==> src/rtl/digit_lock_ctrl_if.sv <==
// ============================================================================
// digit_lock_ctrl_if : keypad inputs and status/strobe outputs of the lock | Rev 1.0
// ============================================================================
`default_nettype none

interface digit_lock_ctrl_if #(
  parameter int DIGITS  = 4,
  parameter int DIGIT_W = 4
);
  localparam int C_IDX_W = $clog2(DIGITS);

  logic                      enter;
  logic [DIGIT_W-1:0]        digit_in;
  logic                      clear_entry;
  logic                      change_req;
  logic                      lock_cmd;
  logic [2:0]                state;
  logic [C_IDX_W-1:0]        digit_idx;
  logic [DIGITS*DIGIT_W-1:0] entry_bus;
  logic [3:0]                fail_cnt;
  logic                      unlocked;
  logic                      lockout;
  logic                      ok_pulse;
  logic                      fail_pulse;
  logic                      changed_pulse;
  logic                      change_err_pulse;

  modport master (
    output enter, digit_in, clear_entry, change_req, lock_cmd,
    input  state, digit_idx, entry_bus, fail_cnt, unlocked, lockout,
           ok_pulse, fail_pulse, changed_pulse, change_err_pulse
  );

  modport slave (
    input  enter, digit_in, clear_entry, change_req, lock_cmd,
    output state, digit_idx, entry_bus, fail_cnt, unlocked, lockout,
           ok_pulse, fail_pulse, changed_pulse, change_err_pulse
  );
endinterface

`default_nettype wire

==> src/rtl/digit_lock_ctrl.sv <==
// ============================================================================
// digit_lock_ctrl : digit-code lock with code change and failed-try lockout | Rev 1.0
// ============================================================================
`default_nettype none

module digit_lock_ctrl #(
  parameter int                        DIGITS       = 4,
  parameter int                        DIGIT_W      = 4,
  parameter int                        MAX_FAILS    = 3,
  parameter int                        LOCKOUT_CYC  = 1000,
  parameter logic [DIGITS*DIGIT_W-1:0] DEFAULT_CODE = '0
) (
  input  logic             clk,
  input  logic             rst,
  digit_lock_ctrl_if.slave bus
);
  localparam int                c_idx_w      = $clog2(DIGITS);
  localparam int                c_code_w     = DIGITS * DIGIT_W;
  localparam int                c_lo_w       = $clog2(LOCKOUT_CYC);
  localparam logic [c_idx_w-1:0] c_last_idx  = c_idx_w'(DIGITS - 1);
  localparam logic [c_lo_w-1:0]  c_lo_last   = c_lo_w'(LOCKOUT_CYC - 1);
  localparam logic [3:0]         c_fail_lim  = 4'(MAX_FAILS);

  typedef enum logic [2:0] {
    S_LOCKED   = 3'd0,
    S_CHECK    = 3'd1,
    S_UNLOCKED = 3'd2,
    S_CHANGE   = 3'd3,
    S_CONFIRM  = 3'd4,
    S_LOCKOUT  = 3'd5
  } state_t;

  state_t              r_state;
  logic [c_code_w-1:0] r_entry;
  logic [c_code_w-1:0] r_shadow;
  logic [c_code_w-1:0] r_code;
  logic [c_idx_w-1:0]  r_idx;
  logic [3:0]          r_fails;
  logic [c_lo_w-1:0]   r_lo_cnt;
  logic                r_ok;
  logic                r_fail;
  logic                r_changed;
  logic                r_change_err;

  logic [c_code_w-1:0] w_cap;
  logic [3:0]          w_fail_inc;

  // Buffer as it will look once the current digit is captured.
  always_comb begin
    w_cap = r_entry;
    for (int k = 0; k < DIGITS; k++) begin
      if (r_idx == c_idx_w'(k)) begin
        w_cap[k*DIGIT_W +: DIGIT_W] = bus.digit_in;
      end
    end
  end

  assign w_fail_inc = (r_fails == 4'hF) ? 4'hF : r_fails + 4'd1;

  always_ff @(posedge clk or negedge rst) begin
    if (!rst) begin
      r_state      <= S_LOCKED;
      r_entry      <= '0;
      r_shadow     <= '0;
      r_code       <= DEFAULT_CODE;
      r_idx        <= '0;
      r_fails      <= '0;
      r_lo_cnt     <= '0;
      r_ok         <= 1'b0;
      r_fail       <= 1'b0;
      r_changed    <= 1'b0;
      r_change_err <= 1'b0;
    end else begin
      r_ok         <= 1'b0;
      r_fail       <= 1'b0;
      r_changed    <= 1'b0;
      r_change_err <= 1'b0;
      case (r_state)
        S_CHECK: begin
          r_entry <= '0;
          if (r_entry == r_code) begin
            r_state <= S_UNLOCKED;
            r_fails <= '0;
            r_ok    <= 1'b1;
          end else begin
            r_fails <= w_fail_inc;
            r_fail  <= 1'b1;
            r_state <= (w_fail_inc == c_fail_lim) ? S_LOCKOUT : S_LOCKED;
          end
        end
        S_LOCKOUT: begin
          if (r_lo_cnt == c_lo_last) begin
            r_lo_cnt <= '0;
            r_fails  <= '0;
            r_state  <= S_LOCKED;
          end else begin
            r_lo_cnt <= r_lo_cnt + 1'b1;
          end
        end
        S_LOCKED, S_UNLOCKED, S_CHANGE, S_CONFIRM: begin
          // Commands beat clear, and clear beats a digit on the same edge.
          if (r_state == S_UNLOCKED && (bus.lock_cmd || bus.change_req)) begin
            r_entry <= '0;
            r_idx   <= '0;
            r_state <= bus.lock_cmd ? S_LOCKED : S_CHANGE;
          end else if (bus.clear_entry) begin
            r_entry <= '0;
            r_idx   <= '0;
          end else if (bus.enter) begin
            if (r_idx != c_last_idx) begin
              r_entry <= w_cap;
              r_idx   <= r_idx + 1'b1;
            end else begin
              r_idx   <= '0;
              r_entry <= '0;
              case (r_state)
                S_LOCKED: begin
                  r_entry <= w_cap;
                  r_state <= S_CHECK;
                end
                S_UNLOCKED: begin
                  if (w_cap == r_code) begin
                    r_state <= S_LOCKED;
                    r_ok    <= 1'b1;
                  end else begin
                    r_fail  <= 1'b1;
                  end
                end
                S_CHANGE: begin
                  r_shadow <= w_cap;
                  r_state  <= S_CONFIRM;
                end
                default: begin
                  if (w_cap == r_shadow) begin
                    r_code    <= r_shadow;
                    r_changed <= 1'b1;
                    r_state   <= S_LOCKED;
                  end else begin
                    r_change_err <= 1'b1;
                    r_state      <= S_UNLOCKED;
                  end
                end
              endcase
            end
          end
        end
        default: r_state <= S_LOCKED;
      endcase
    end
  end

  assign bus.state            = r_state;
  assign bus.digit_idx        = r_idx;
  assign bus.entry_bus        = r_entry;
  assign bus.fail_cnt         = r_fails;
  assign bus.unlocked         = (r_state == S_UNLOCKED) || (r_state == S_CHANGE) ||
                                (r_state == S_CONFIRM);
  assign bus.lockout          = (r_state == S_LOCKOUT);
  assign bus.ok_pulse         = r_ok;
  assign bus.fail_pulse       = r_fail;
  assign bus.changed_pulse    = r_changed;
  assign bus.change_err_pulse = r_change_err;

endmodule

`default_nettype wire

==> src/flat_wrapper.sv <==
// flat-port wrapper written by rule: the top's interface ports become plain ports
module digit_lock_ctrl_flat 
#(
  parameter int                        DIGITS       = 4,
  parameter int                        DIGIT_W      = 4,
  parameter int                        MAX_FAILS    = 3,
  parameter int                        LOCKOUT_CYC  = 1000,
  parameter logic [DIGITS*DIGIT_W-1:0] DEFAULT_CODE = '0
)
  (clk, rst, bus_enter, bus_digit_in, bus_clear_entry, bus_change_req, bus_lock_cmd, bus_state, bus_digit_idx, bus_entry_bus, bus_fail_cnt, bus_unlocked, bus_lockout, bus_ok_pulse, bus_fail_pulse, bus_changed_pulse, bus_change_err_pulse);
  digit_lock_ctrl_if #(.DIGITS(DIGITS), .DIGIT_W(DIGIT_W)) bus_i ();
  input  logic clk;
  input  logic rst;
  input wire logic [$bits(bus_i.enter)-1:0] bus_enter;
  input wire logic [$bits(bus_i.digit_in)-1:0] bus_digit_in;
  input wire logic [$bits(bus_i.clear_entry)-1:0] bus_clear_entry;
  input wire logic [$bits(bus_i.change_req)-1:0] bus_change_req;
  input wire logic [$bits(bus_i.lock_cmd)-1:0] bus_lock_cmd;
  output wire logic [$bits(bus_i.state)-1:0] bus_state;
  output wire logic [$bits(bus_i.digit_idx)-1:0] bus_digit_idx;
  output wire logic [$bits(bus_i.entry_bus)-1:0] bus_entry_bus;
  output wire logic [$bits(bus_i.fail_cnt)-1:0] bus_fail_cnt;
  output wire logic [$bits(bus_i.unlocked)-1:0] bus_unlocked;
  output wire logic [$bits(bus_i.lockout)-1:0] bus_lockout;
  output wire logic [$bits(bus_i.ok_pulse)-1:0] bus_ok_pulse;
  output wire logic [$bits(bus_i.fail_pulse)-1:0] bus_fail_pulse;
  output wire logic [$bits(bus_i.changed_pulse)-1:0] bus_changed_pulse;
  output wire logic [$bits(bus_i.change_err_pulse)-1:0] bus_change_err_pulse;
  assign bus_i.enter = bus_enter;
  assign bus_i.digit_in = bus_digit_in;
  assign bus_i.clear_entry = bus_clear_entry;
  assign bus_i.change_req = bus_change_req;
  assign bus_i.lock_cmd = bus_lock_cmd;
  assign bus_state = bus_i.state;
  assign bus_digit_idx = bus_i.digit_idx;
  assign bus_entry_bus = bus_i.entry_bus;
  assign bus_fail_cnt = bus_i.fail_cnt;
  assign bus_unlocked = bus_i.unlocked;
  assign bus_lockout = bus_i.lockout;
  assign bus_ok_pulse = bus_i.ok_pulse;
  assign bus_fail_pulse = bus_i.fail_pulse;
  assign bus_changed_pulse = bus_i.changed_pulse;
  assign bus_change_err_pulse = bus_i.change_err_pulse;
  digit_lock_ctrl #(.DIGITS(DIGITS), .DIGIT_W(DIGIT_W), .MAX_FAILS(MAX_FAILS), .LOCKOUT_CYC(LOCKOUT_CYC), .DEFAULT_CODE(DEFAULT_CODE)) u_core (.clk(clk), .rst(rst), .bus(bus_i));
endmodule
==> config.mk <==
export PLATFORM = sky130hd
export DESIGN_NAME = digit_lock_ctrl_flat
export DESIGN_NICKNAME = d
export VERILOG_FILES = /design/src/rtl/digit_lock_ctrl_if.sv /design/src/rtl/digit_lock_ctrl.sv /design/src/flat_wrapper.sv
export SDC_FILE = /design/constraint.sdc
export NUM_CORES = 1
export LEC_CHECK = 0
export ABC_AREA = 1
export CAP_MARGIN = 20
export CORE_ASPECT_RATIO = 2
export CORE_UTILIZATION = 29
export DETAILED_ROUTE_END_ITERATION = 12
export GPL_TIMING_DRIVEN = 0
export PLACE_DENSITY = 0.47
export SYNTH_ARGS = -nofsm -noshare
export SYNTH_HDL_FRONTEND = slang
export SYNTH_SLANG_ARGS = --single-unit
==> constraint.sdc <==
create_clock -name clk -period 2.6 [get_ports clk]
set_input_delay 0.39 -clock clk [delete_from_list [all_inputs] [get_ports clk]]
set_output_delay 0.39 -clock clk [all_outputs]
set_load 0.02 [all_outputs]
==> flow_summary_export.csv <==
group,metric,value,unit
cells_and_area,finish.utilization,36.5,%
cells_and_area,nets,654,
global_routing,grt_pass1_wl,20200,um
global_routing,grt_max_degree,47,
hold_path,holdCritStartpoint,"u_core.r_lo_cnt[2]",
place,place_area,0.00491,sq mm
drt,drc,0,
drt,drt_iter0_drc,171,
synthesis,ys_types,33,
timing,slew-limit-headroom,51.5,%
status,status,"completed",
setup_path,critPathLaunch,"u_core.bus.state[0]",
cts,cts_buffer_depth,2,
synthesis,synth_area,0.00424,sq mm
timing,slew_viol_final,0,
synthesis,synthArstFlopShare,100,%
setup_path,r2r_start,"u_core.bus.digit_idx[1]",
floorplan,die_h,173,um
synthesis,synth_area_per_cell,7.26,sq um
drt,routed_wl,12600,um
pwr,ir_drop,0.000298,V
setup_path,arrival,1.98,ns
synthesis,ys_ff_latch,71,
cts,htreeDepth,3,
floorplan,rows,62,
setup_path,crit_buf_inv,3,
global_routing,track_usage,18.0,%
pwr,pwr-share-comb,6.0,%
timing,finalCriticalPeriod,2.37,ns
cts,clock_sinks,71,
drt,routed_via_density,4.70,
pwr,clkPwrFrac,47.6,%
synthesis,mappedNetlistNets,601,
timing,rsz0062_at_grt,"false",
place,gp_congestion,0.896,
setup_path,path_delay_family,"buffers and inverters",
pwr,pwr_density_cell,457,mW/mm^2
job,max_cap_viol_count,0,
synthesis,ys_seq_area_share,41.9,%
floorplan,initial_core_util,29.6,%
setup_path,endpoint_kind,"output pin",
place,dp_hpwl,9530,um
pwr,switchingPower,0.577,mW
setup_path,critPathKind,"reg -> out",
setup_path,required,2.21,ns
cells_and_area,final_area,0.00524,sq mm
pwr,p_int,1.82,mW
drt,antenna_left,0,
drt,firstDrtPassIters,4,
cts,clk_pin_slew,0.06,ns
cts,clk_latency,0.33,ns
timing,fmax,421,MHz
pwr,p_leak,2.44,nW
cells_and_area,drive_gt1_share,11.2,%
synthesis,syn_inst,584,
setup_path,critPathMaxStageDelay,0.63,ns
timing,worstMarginPinSlew,0.728,ns
floorplan,ios,41,
setup_path,path_cells,"inv_2 > nor2_1 > nand2_1 > inv_1 > clkdlybuf4s50_1",
place,numPortBuffers,40,
synthesis,synth_flop_cell,"dfrtp_1",
timing,fin_crit_sh,91.3,%
pwr,seq_power_share,46.4,%
global_routing,antenna_found_initial,0,
drt,wl_per_cell,15.1,um
floorplan,die_area,0.0151,sq mm
timing,whs,0.493,ns
global_routing,grt.overflow.total,0,
setup_path,cp_max_fo,6,
synthesis,synth_edf_count,0,
cells_and_area,syn_to_final_growth,23.4,%
cts,cts_made_buffers,9,
synthesis,synth_warnings,0,
cts,cts_tree,"built",
timing,skew,0.00742,ns
floorplan,die_w,87.5,um
global_routing,grt_pass1_vias,4012,
cts,cts-root-buf,"clkbuf_16",
timing,finalSetupViolations,0,
cells_and_area,antenna_cells,0,
drt,vias,3916,
pwr,swShare,24.1,%
timing,finalHoldViolCount,0,
setup_path,startpoint_type,"flip-flop",
hold_path,hold_class,"reg -> reg",
floorplan,core_region_area,0.0144,sq mm
setup_path,critPathSlowestCell,"clkdlybuf4s50_1",
worst register-to-register path, cell delays in order (launching register included):
cell and delay (ns):
dfrtp_2 0.47, inv_2 0.13, ha_4 0.19, inv_2 0.07, nand2_1 0.10, nand2_1 0.14
nand2_1 0.09, nand2_1 0.05, nor2_1 0.08, nand2_1 0.06, nor2_1 0.24, nand2_1 0.15
nand2_1 0.12, nand2_1 0.13, o21a_1 0.22
cells in the final DEF (no fill, tap or decap), drive strengths merged:
cell           instances
a211oi                 1
a21oi                 26
a31oi                  1
and2                   1
and3                   1
buf                    8
clkbuf                14
clkdlybuf4s50         39
clkinv                 3
clkinvlp               1
dfrtp                 71
dlygate4sd3            1
ha                     7
inv                   68
nand2                209
nand3                 53
nand3b                 2
nand4                  8
nor2                  58
nor3                   3
nor4                   2
o21a                   1
o21ai                 44
o22ai                  2
o31ai                  1
o32ai                  1
xnor2                 14
xor2                   1
cells by family (layout without fill, tap and decap cells):
family          after synthesis  count (layout)  share of synthesized area (%)
compound gates               77              77                           11.7
simple gates                337             337                           33.7
fa+ha+maj                     7               7                           2.06
flops                        71              71                           41.9
xor+xnor                     15              15                           3.10
buf+inv                      77             134                           7.55
stage by stage:
stage	power, mW	TNS (ns)	setup WS, ns	cells
6_report	2.39	0	0.226	833
3_5_place_dp	1.27	-0.315	-0.0475	817
4_1_cts	2.43	0	0.0797	833
5_1_grt	2.49	0	0.0187	833
3_3_place_gp	1.26	-116.91	-1.65	816
2_1_floorplan	1.19	0	0.487	584
power groups by stage:
stage                     Clock, mW  Sequential, mW  Combinational, mW
after detailed placement          0            1.13              0.140
after floorplan                   0            1.13             0.0621
after global routing           1.22            1.11              0.163
after global placement            0            1.13              0.134
final                          1.14            1.11              0.144
after CTS                      1.18            1.11              0.142
Yosys cell counts, types with 2 or more instances:
library cell / instances / area, sq um
nand2_2: 13 / 81.3
nor4_1: 2 / 12.5
nand3b_1: 2 / 15.0
buf_4: 2 / 15.0
o21ai_1: 16 / 80.1
inv_2: 7 / 26.3
nor3_1: 3 / 15.0
o21ai_2: 14 / 123
nand2_1: 196 / 736
ha_1: 7 / 87.6
inv_1: 61 / 229
buf_6: 3 / 33.8
dfrtp_1: 71 / 1780
o22ai_1: 2 / 12.5
o21ai_0: 13 / 65.1
nand4_1: 7 / 43.8
nand3_1: 53 / 265
a21oi_1: 26 / 130
clkbuf_1: 3 / 11.3
nor2_2: 4 / 25.0
nor2_1: 54 / 203
xnor2_1: 14 / 123
registers in the layout, summed over array words and instances, names as in the netlist:
name / flops
u_core.r_lo_cnt: 10
u_core.bus.entry_bus: 16
u_core.bus.fail_cnt: 4
u_core.bus.changed_pulse: 1
u_core.bus.digit_idx: 2
u_core.bus.state: 3
u_core.bus.change_err_pulse: 1
u_core.bus.ok_pulse: 1
u_core.bus.fail_pulse: 1
u_core.r_code: 16
u_core.r_shadow: 16
routing by layer:
layer | track usage (%) | wire length (um)
met5 | 0 | 0
met4 | 9.36 | 459
met3 | 2.77 | 374
met2 | 32.6 | 6900
met1 | 19.4 | 4860
layout make-up:
cell class,instances,area (sq um)
multi-input cells,436,2180
clock inverters,4,22.5
clock buffers,11,243
repair buffers,42,435
inverters,68,258
plain buffers,9,72.6
fillers,1522,9120
flip-flops and latches,71,1780
well taps,192,240
final timing paths:
check	endpoint	slack (ns)	cells past startpoint
setup / recovery	bus_lockout	0.23	5
hold / removal	u_core.r_lo_cnt[2]	0.49	1
setup reg to reg	u_core.bus.state[2]	0.26	14
hold reg to reg	u_core.r_lo_cnt[2]	0.49	1
max in group asynchronous	u_core.r_code[14]	1.50	3
min in group asynchronous	u_core.r_lo_cnt[3]	0.52	2
timing repair:
action                                  in CTS  in global routing
endpoints found under the hold margin       16                  0
endpoints found under the setup margin       0                 19
hold buffers                                 1                  0
gates resized for setup                      0                 14
setup buffers                                0                  0
No activity file was read; power rests on OpenSTA's default activity.
